--- src/rtl/ntm_write_heads_controller.sv ---
`default_nettype none
// ============================================================================
// Module   : ntm_write_heads_controller
// Purpose  : Streams w/a/M into the NTM write-heads accelerator and captures M_OUT.
// Revision : 1.0
// ============================================================================
module ntm_write_heads_controller #(
  parameter int DATA_SIZE    = 64,
  parameter int CONTROL_SIZE = 4
) (
  input  logic                    CLK,
  input  logic                    RST,
  input  logic                    START,
  output logic                    READY,
  input  logic [DATA_SIZE-1:0]    SIZE_N_IN,
  input  logic [DATA_SIZE-1:0]    SIZE_W_IN,
  output logic [CONTROL_SIZE-1:0] STATUS,
  output logic [DATA_SIZE-1:0]    W_ADDR,
  output logic [DATA_SIZE-1:0]    A_ADDR,
  output logic [DATA_SIZE-1:0]    M_ADDR_J,
  output logic [DATA_SIZE-1:0]    M_ADDR_K,
  input  logic [DATA_SIZE-1:0]    W_RDATA,
  input  logic [DATA_SIZE-1:0]    A_RDATA,
  input  logic [DATA_SIZE-1:0]    M_RDATA,
  output logic                    ACCEL_START,
  input  logic                    ACCEL_READY,
  output logic [DATA_SIZE-1:0]    ACCEL_SIZE_N,
  output logic [DATA_SIZE-1:0]    ACCEL_SIZE_W,
  output logic                    ACCEL_W_IN_ENABLE,
  output logic                    ACCEL_A_IN_ENABLE,
  output logic                    ACCEL_M_IN_J_ENABLE,
  output logic                    ACCEL_M_IN_K_ENABLE,
  output logic [DATA_SIZE-1:0]    ACCEL_W_IN,
  output logic [DATA_SIZE-1:0]    ACCEL_A_IN,
  output logic [DATA_SIZE-1:0]    ACCEL_M_IN,
  input  logic                    ACCEL_M_OUT_J_ENABLE,
  input  logic                    ACCEL_M_OUT_K_ENABLE,
  input  logic [DATA_SIZE-1:0]    ACCEL_M_OUT,
  output logic                    OUT_WE,
  output logic [DATA_SIZE-1:0]    OUT_ADDR_J,
  output logic [DATA_SIZE-1:0]    OUT_ADDR_K,
  output logic [DATA_SIZE-1:0]    OUT_WDATA
);

  localparam logic [DATA_SIZE-1:0]    c_one      = DATA_SIZE'(1);
  localparam logic [CONTROL_SIZE-1:0] c_st_ok    = CONTROL_SIZE'(0);
  localparam logic [CONTROL_SIZE-1:0] c_st_size  = CONTROL_SIZE'(1);
  localparam logic [CONTROL_SIZE-1:0] c_st_row   = CONTROL_SIZE'(2);
  localparam logic [CONTROL_SIZE-1:0] c_st_extra = CONTROL_SIZE'(3);

  typedef enum logic [2:0] {
    S_IDLE    = 3'd0,
    S_ARM     = 3'd1,
    S_FETCH_W = 3'd2,
    S_FETCH_M = 3'd3,
    S_DRAIN   = 3'd4,
    S_DONE    = 3'd5
  } state_t;

  state_t                  r_state;
  state_t                  w_next;
  logic                    w_accel_start;

  logic [DATA_SIZE-1:0]    r_size_n;
  logic [DATA_SIZE-1:0]    r_size_w;
  logic [DATA_SIZE-1:0]    r_j;
  logic [DATA_SIZE-1:0]    r_k;
  logic [DATA_SIZE-1:0]    r_oj;
  logic [DATA_SIZE-1:0]    r_ok;
  logic                    r_out_done;
  logic                    r_accel_done;
  logic [CONTROL_SIZE-1:0] r_status;
  logic                    r_ready;
  logic                    r_w_en;
  logic                    r_k_en;
  logic                    r_mj_en;
  logic                    r_out_we;
  logic [DATA_SIZE-1:0]    r_out_aj;
  logic [DATA_SIZE-1:0]    r_out_ak;
  logic [DATA_SIZE-1:0]    r_out_wdata;

  logic w_size_zero;
  logic w_k_last;
  logic w_j_last;
  logic w_ok_last;
  logic w_oj_last;

  assign w_size_zero = (SIZE_N_IN == '0) || (SIZE_W_IN == '0);
  assign w_k_last    = (r_k  == r_size_w - c_one);
  assign w_j_last    = (r_j  == r_size_n - c_one);
  assign w_ok_last   = (r_ok == r_size_w - c_one);
  assign w_oj_last   = (r_oj == r_size_n - c_one);

  always_ff @(posedge CLK or negedge RST) begin
    if (!RST) r_state <= S_IDLE;
    else      r_state <= w_next;
  end

  always_comb begin
    w_next        = r_state;
    w_accel_start = 1'b0;
    case (r_state)
      S_IDLE: begin
        if (START) w_next = w_size_zero ? S_DONE : S_ARM;
      end
      S_ARM: begin
        w_accel_start = 1'b1;
        w_next        = S_FETCH_W;
      end
      S_FETCH_W: w_next = S_FETCH_M;
      S_FETCH_M: begin
        if (w_k_last) w_next = w_j_last ? S_DRAIN : S_FETCH_W;
      end
      S_DRAIN: begin
        // The accelerator may finish before or after the last captured word.
        if (r_out_done && (r_accel_done || ACCEL_READY)) w_next = S_DONE;
      end
      S_DONE:  w_next = S_IDLE;
      default: w_next = S_IDLE;
    endcase
  end

  always_ff @(posedge CLK or negedge RST) begin
    if (!RST) begin
      r_size_n     <= '0;
      r_size_w     <= '0;
      r_j          <= '0;
      r_k          <= '0;
      r_oj         <= '0;
      r_ok         <= '0;
      r_out_done   <= 1'b0;
      r_accel_done <= 1'b0;
      r_status     <= c_st_ok;
      r_ready      <= 1'b0;
      r_w_en       <= 1'b0;
      r_k_en       <= 1'b0;
      r_mj_en      <= 1'b0;
      r_out_we     <= 1'b0;
      r_out_aj     <= '0;
      r_out_ak     <= '0;
      r_out_wdata  <= '0;
    end else begin
      // Strobes trail their address by the one-cycle source-memory latency.
      r_ready  <= (r_state == S_DONE);
      r_w_en   <= (r_state == S_FETCH_W);
      r_k_en   <= (r_state == S_FETCH_M);
      r_mj_en  <= (r_state == S_FETCH_M) && (r_k == '0);
      r_out_we <= 1'b0;

      case (r_state)
        S_IDLE: begin
          if (START) begin
            r_size_n     <= SIZE_N_IN;
            r_size_w     <= SIZE_W_IN;
            r_status     <= w_size_zero ? c_st_size : c_st_ok;
            r_oj         <= '0;
            r_ok         <= '0;
            r_out_done   <= 1'b0;
            r_accel_done <= 1'b0;
          end
        end
        S_ARM: begin
          r_j <= '0;
          r_k <= '0;
        end
        S_FETCH_M: begin
          if (w_k_last) begin
            r_k <= '0;
            r_j <= r_j + c_one;
          end else begin
            r_k <= r_k + c_one;
          end
        end
        default: ;
      endcase

      if (r_state != S_IDLE) begin
        if (ACCEL_READY) r_accel_done <= 1'b1;
        if (ACCEL_M_OUT_J_ENABLE && (r_ok != '0)) r_status <= c_st_row;
        if (ACCEL_M_OUT_K_ENABLE) begin
          if (r_out_done) begin
            r_status <= c_st_extra;
          end else begin
            r_out_we    <= 1'b1;
            r_out_wdata <= ACCEL_M_OUT;
            r_out_aj    <= r_oj;
            r_out_ak    <= r_ok;
            if (w_ok_last) begin
              r_ok <= '0;
              r_oj <= r_oj + c_one;
              if (w_oj_last) r_out_done <= 1'b1;
            end else begin
              r_ok <= r_ok + c_one;
            end
          end
        end
      end
    end
  end

  assign READY               = r_ready;
  assign STATUS              = r_status;
  assign W_ADDR              = r_j;
  assign A_ADDR              = r_k;
  assign M_ADDR_J            = r_j;
  assign M_ADDR_K            = r_k;
  assign ACCEL_START         = w_accel_start;
  assign ACCEL_SIZE_N        = r_size_n;
  assign ACCEL_SIZE_W        = r_size_w;
  assign ACCEL_W_IN_ENABLE   = r_w_en;
  assign ACCEL_A_IN_ENABLE   = r_k_en;
  assign ACCEL_M_IN_J_ENABLE = r_mj_en;
  assign ACCEL_M_IN_K_ENABLE = r_k_en;
  assign ACCEL_W_IN          = r_w_en ? W_RDATA : '0;
  assign ACCEL_A_IN          = r_k_en ? A_RDATA : '0;
  assign ACCEL_M_IN          = r_k_en ? M_RDATA : '0;
  assign OUT_WE              = r_out_we;
  assign OUT_ADDR_J          = r_out_aj;
  assign OUT_ADDR_K          = r_out_ak;
  assign OUT_WDATA           = r_out_wdata;

endmodule
`default_nettype wire

--- config.mk ---
export PLATFORM = sky130hd
export DESIGN_NAME = ntm_write_heads_controller
export DESIGN_NICKNAME = d
export VERILOG_FILES = /design/src/rtl/ntm_write_heads_controller.sv
export SDC_FILE = /design/constraint.sdc
export NUM_CORES = 2
export LEC_CHECK = 0
export CAP_MARGIN = 5
export CORE_AREA = 8 8 455 457
export DETAILED_ROUTE_END_ITERATION = 16
export DIE_AREA = 0 0 463 465
export GPL_TIMING_DRIVEN = 0
export RECOVER_POWER = 25
export SLEW_MARGIN = 20
export SYNTH_ARGS = -nofsm -noshare
export SYNTH_HDL_FRONTEND = slang
export SYNTH_SLANG_ARGS = --single-unit
--- constraint.sdc ---
create_clock -name CLK -period 4.3 [get_ports CLK]
set_clock_uncertainty 0.15 [all_clocks]
set_input_delay 0.86 -clock CLK [delete_from_list [all_inputs] [get_ports CLK]]
set_output_delay 0.86 -clock CLK [all_outputs]
set_load 0.01 [all_outputs]
==> results.py <==
metrics = {
    "status": {
        "status": "finished with violations",
        "violations": "max-capacitance violations, max-slew violations, negative setup slack",
    },
    "yosys": {
        "yosysUniqueCellTypes": 87,
        "synth_top_family_by_area": "simple AND/OR/NAND/NOR gates",
        "ys_ff_latch": 590,
        "syn_area_um2": 38200,
        "async_flop_share_pct": 100,
        "postSynthCellCount": 4763,
        "synthMuxAreaShare_pct": 1.74,
        "ys_seq_area_share_pct": 38.6,
        "synth_compound_area_share_pct": 9.12,
        "synthXorXnorAreaFrac_pct": 9.14,
        "syn_area_per_cell_um2": 8.02,
        "ys.warnings.count": 0,
        "synth_edf_count": 0,
        "synth_top_flop_cell": "dfrtp_1",
        "synthAdderAreaFrac_pct": 0.262,
        "synth-simple-area-share_pct": 34.2,
        "syn_nets": 5161,
    },
    "global_route": {
        "grt_pass1_vias": 43200,
        "overflow": 0,
        "grt_max_degree": 94,
        "antenna_found_initial": 64,
        "grt_pass1_wl_mm": 384,
        "track_usage_pct": 25.4,
    },
    "run": {
        "maxCapViolations": 1,
    },
    "drt": {
        "vias_per_cell": 4.96,
        "routed-wl-met3_mm": 24.5,
        "met2WireLength_mm": 149,
        "routed.top_layer": "met5",
        "postRouteAntennaNets": 0,
        "drt_iter0_markers": 4328,
        "wl_met1_mm": 99.6,
        "wl_mm": 290,
        "num_vias": 44300,
        "drc_errors": 0,
        "wl_per_cell_um": 32.5,
        "detail_route.first_pass.iterations": 6,
    },
    "final_layout": {
        "area_growth_pct": 58.3,
        "design_area_um2": 60500,
        "finalNetCount": 6561,
        "drive_gt1_share_pct": 13.8,
        "fin_cells": 8917,
    },
    "timing": {
        "finalSetupViolCount": 321,
        "fin_ws_ns": -0.591,
        "hold_viol": 0,
        "hold_slack_ns": 0.322,
        "fin_crit_ns": 4.89,
        "setup_tns_ns": -89.56,
        "drv_slew": 93,
        "finalCritPeriodShare_pct": 114,
        "grt_setup_unrepaired": "yes",
        "max_freq_mhz": 204,
        "worst_slew_pin_slew_ns": 2.40,
        "relSlewSlack_pct": -60.1,
    },
    "min_path": {
        "hold_path.startpoint": "OUT_WDATA[44]$_DFFE_PN0P_",
        "min_path_type": "reg2reg",
    },
    "floorplanning": {
        "fp.dieW_um": 463,
        "fp.dieH_um": 465,
        "rows": 165,
        "die_area_um2": 215000,
        "core_area_um2": 200000,
        "ios": 1169,
        "start_util_pct": 19.1,
    },
    "setup_path": {
        "endpoint_kind": "flip-flop",
        "regToRegSetupSlack_ns": -0.59,
        "crit_fanout": 9,
        "cp.required_ns": 4.73,
        "timing.critical_path.from": "ACCEL_SIZE_W[31]$_DFFE_PN0P_",
        "start_kind": "flip-flop",
        "critical_path_class": "reg2reg",
        "worst_ep_arrival_time_ns": 5.32,
        "r2r_start": "ACCEL_SIZE_W[31]$_DFFE_PN0P_",
    },
    "placement": {
        "dp_cells": 8617,
        "portBuffers": 1168,
        "place_area_um2": 53900,
        "dp_hpwl_mm": 242,
        "gp_congestion": 0.970,
    },
    "clocking": {
        "clock_path_buffers": 3,
        "clk_pin_slew_ns": 0.07,
        "cts_tree": "done",
        "cts_buffers": 79,
        "cts.sinks": 590,
        "htree_num_levels": 3,
        "clkLatencyLatePin_ns": 0.74,
        "root_buffer": "clkbuf_16",
    },
    "power_and_ir_drop": {
        "power_leakage_nw": 25.1,
        "worst_ir_drop_vdd_mv": 0.297,
        "p_per_area_nw_per_um2": 300,
        "finalPower_w": 0.0181,
    },
}
==> layer usage <==
metal / vias to the layer above / track usage [%]
met2: 2427 / 46.8
met3: 594 / 6.90
met4: 4 / 11.6
met5: - / 0
li1: 19300 / -
met1: 22000 / 26.9
==> stage by stage <==
stage	setup slack [ns]	util (%)
after floorplan	-0.0856	-
after global placement	-28.94	26.7
after detailed placement	-2.19	26.9
after CTS	-0.496	29.4
after global routing	-0.637	30.2
final	-0.591	30.2
==> final cells by class <==
class / count / area (um2)
Inverter: 75 / 282
Antenna cell: 18 / 45.0
Sequential cell: 590 / 14800
Clock inverter: 34 / 561
Fill cell: 21300 / 140000
Multi-Input combinational cell: 3606 / 23000
Buffer: 454 / 2750
Tap cell: 2672 / 3340
Clock buffer: 111 / 2290
Timing Repair Buffer: 1357 / 13400
==> logic make-up after synthesis <==
family                   count (synthesis)
AND/OR/NAND/NOR                       2628
flip-flops                             590
buffers and inverters                  568
AO/OA/AOI/OAI                          533
XOR/XNOR                               370
multiplexers                            66
adder cells (fa/ha/maj)                  8
==> cells in the final DEF, fill, tap and decap left out, drive strengths merged, types with 60 or more instances in the layout <==
cell           Yosys  routed
clkbuf           311     392
a31oi             77      77
xnor2            223     223
nand2           1205    1205
a21oi             86      86
nor3             103     103
clkdlybuf4s50      0    1166
xor2             129     129
o21ai            147     147
buf              182     362
and2             218     218
nor2             204     204
mux2i             62      62
or3               74      74
nand4            170     170
nand3            177     177
or4               60      60
inv               74      78
nor4             175     175
dfrtp            590     590
and3              81      81
==> report_power, final <==
part | leakage (nW) | internal [W] | switching [W] | total [W]
Sequential | 7.87 | 0.00578 | 0.000433 | 0.00621
Clock | 1.38 | 0.00447 | 0.00300 | 0.00747
Combinational | 15.9 | 0.00194 | 0.00251 | 0.00446
Total | 25.1 | 0.0122 | 0.00595 | 0.0181
==> state kept, by name (all words and copies together) (netlist names), 3 cells and up <==
register and count:
ACCEL_SIZE_W 64, OUT_ADDR_J 64, OUT_WDATA 64, ACCEL_SIZE_N 64
r_ok 64, M_ADDR_J 64, r_oj 64, OUT_ADDR_K 64
r_state 3, A_ADDR 64, STATUS 4
==> critical path, stage by stage (launching register included) <==
cell and delay, ns:
dfrtp_4 0.55, or4_4 0.60, or3_4 0.44, or4_4 0.58, buf_4 0.16, xnor2_1 0.12
a21oi_1 0.15, nor4b_2 0.34, nand4_1 0.16, buf_6 0.16, buf_4 0.15, or4b_4 0.62
clkbuf_16 0.23, a32oi_1 0.21, o21ai_1 0.09
==> what timing repair did <==
action	in CTS	in global routing
hold buffers	0	0
gates resized for setup	326	209
cloned	6	7
endpoints found under the setup margin	430	328
setup buffers	94	70
pin swaps	86	110
==> worst paths after layout <==
path / to / cells after the start
setup / recovery: r_ok[59]$_DFF_PN0_ / 14
max in group asynchronous: ACCEL_SIZE_W[3]$_DFFE_PN0P_ / 5
setup reg to reg: r_ok[59]$_DFF_PN0_ / 14
hold reg to reg: OUT_WDATA[44]$_DFFE_PN0P_ / 2
min in group asynchronous: OUT_ADDR_J[3]$_DFFE_PN0P_ / 2
hold / removal: OUT_WDATA[44]$_DFFE_PN0P_ / 2
==> Yosys cell counts (all sizes together) (22+ instances only) <==
library cell	instances	area (um2)
a31oi	77	482
nand4	170	1080
o211ai	32	240
inv	74	278
mux2i	62	621
a21oi	86	430
o21ai	147	739
or3	74	463
nor4	175	1240
or2	22	138
nand2	1205	4520
and4	25	219
nand2b	33	206
nor3	103	536
and2	218	1360
o311ai	35	307
buf	182	1200
dfrtp	590	14800
nor2	204	766
xor2	129	1130
xnor2	223	1950
or4	60	465
nand3	177	886
and3	81	507
clkbuf	311	1170
Note: power is estimated with default switching activity, not from simulation.
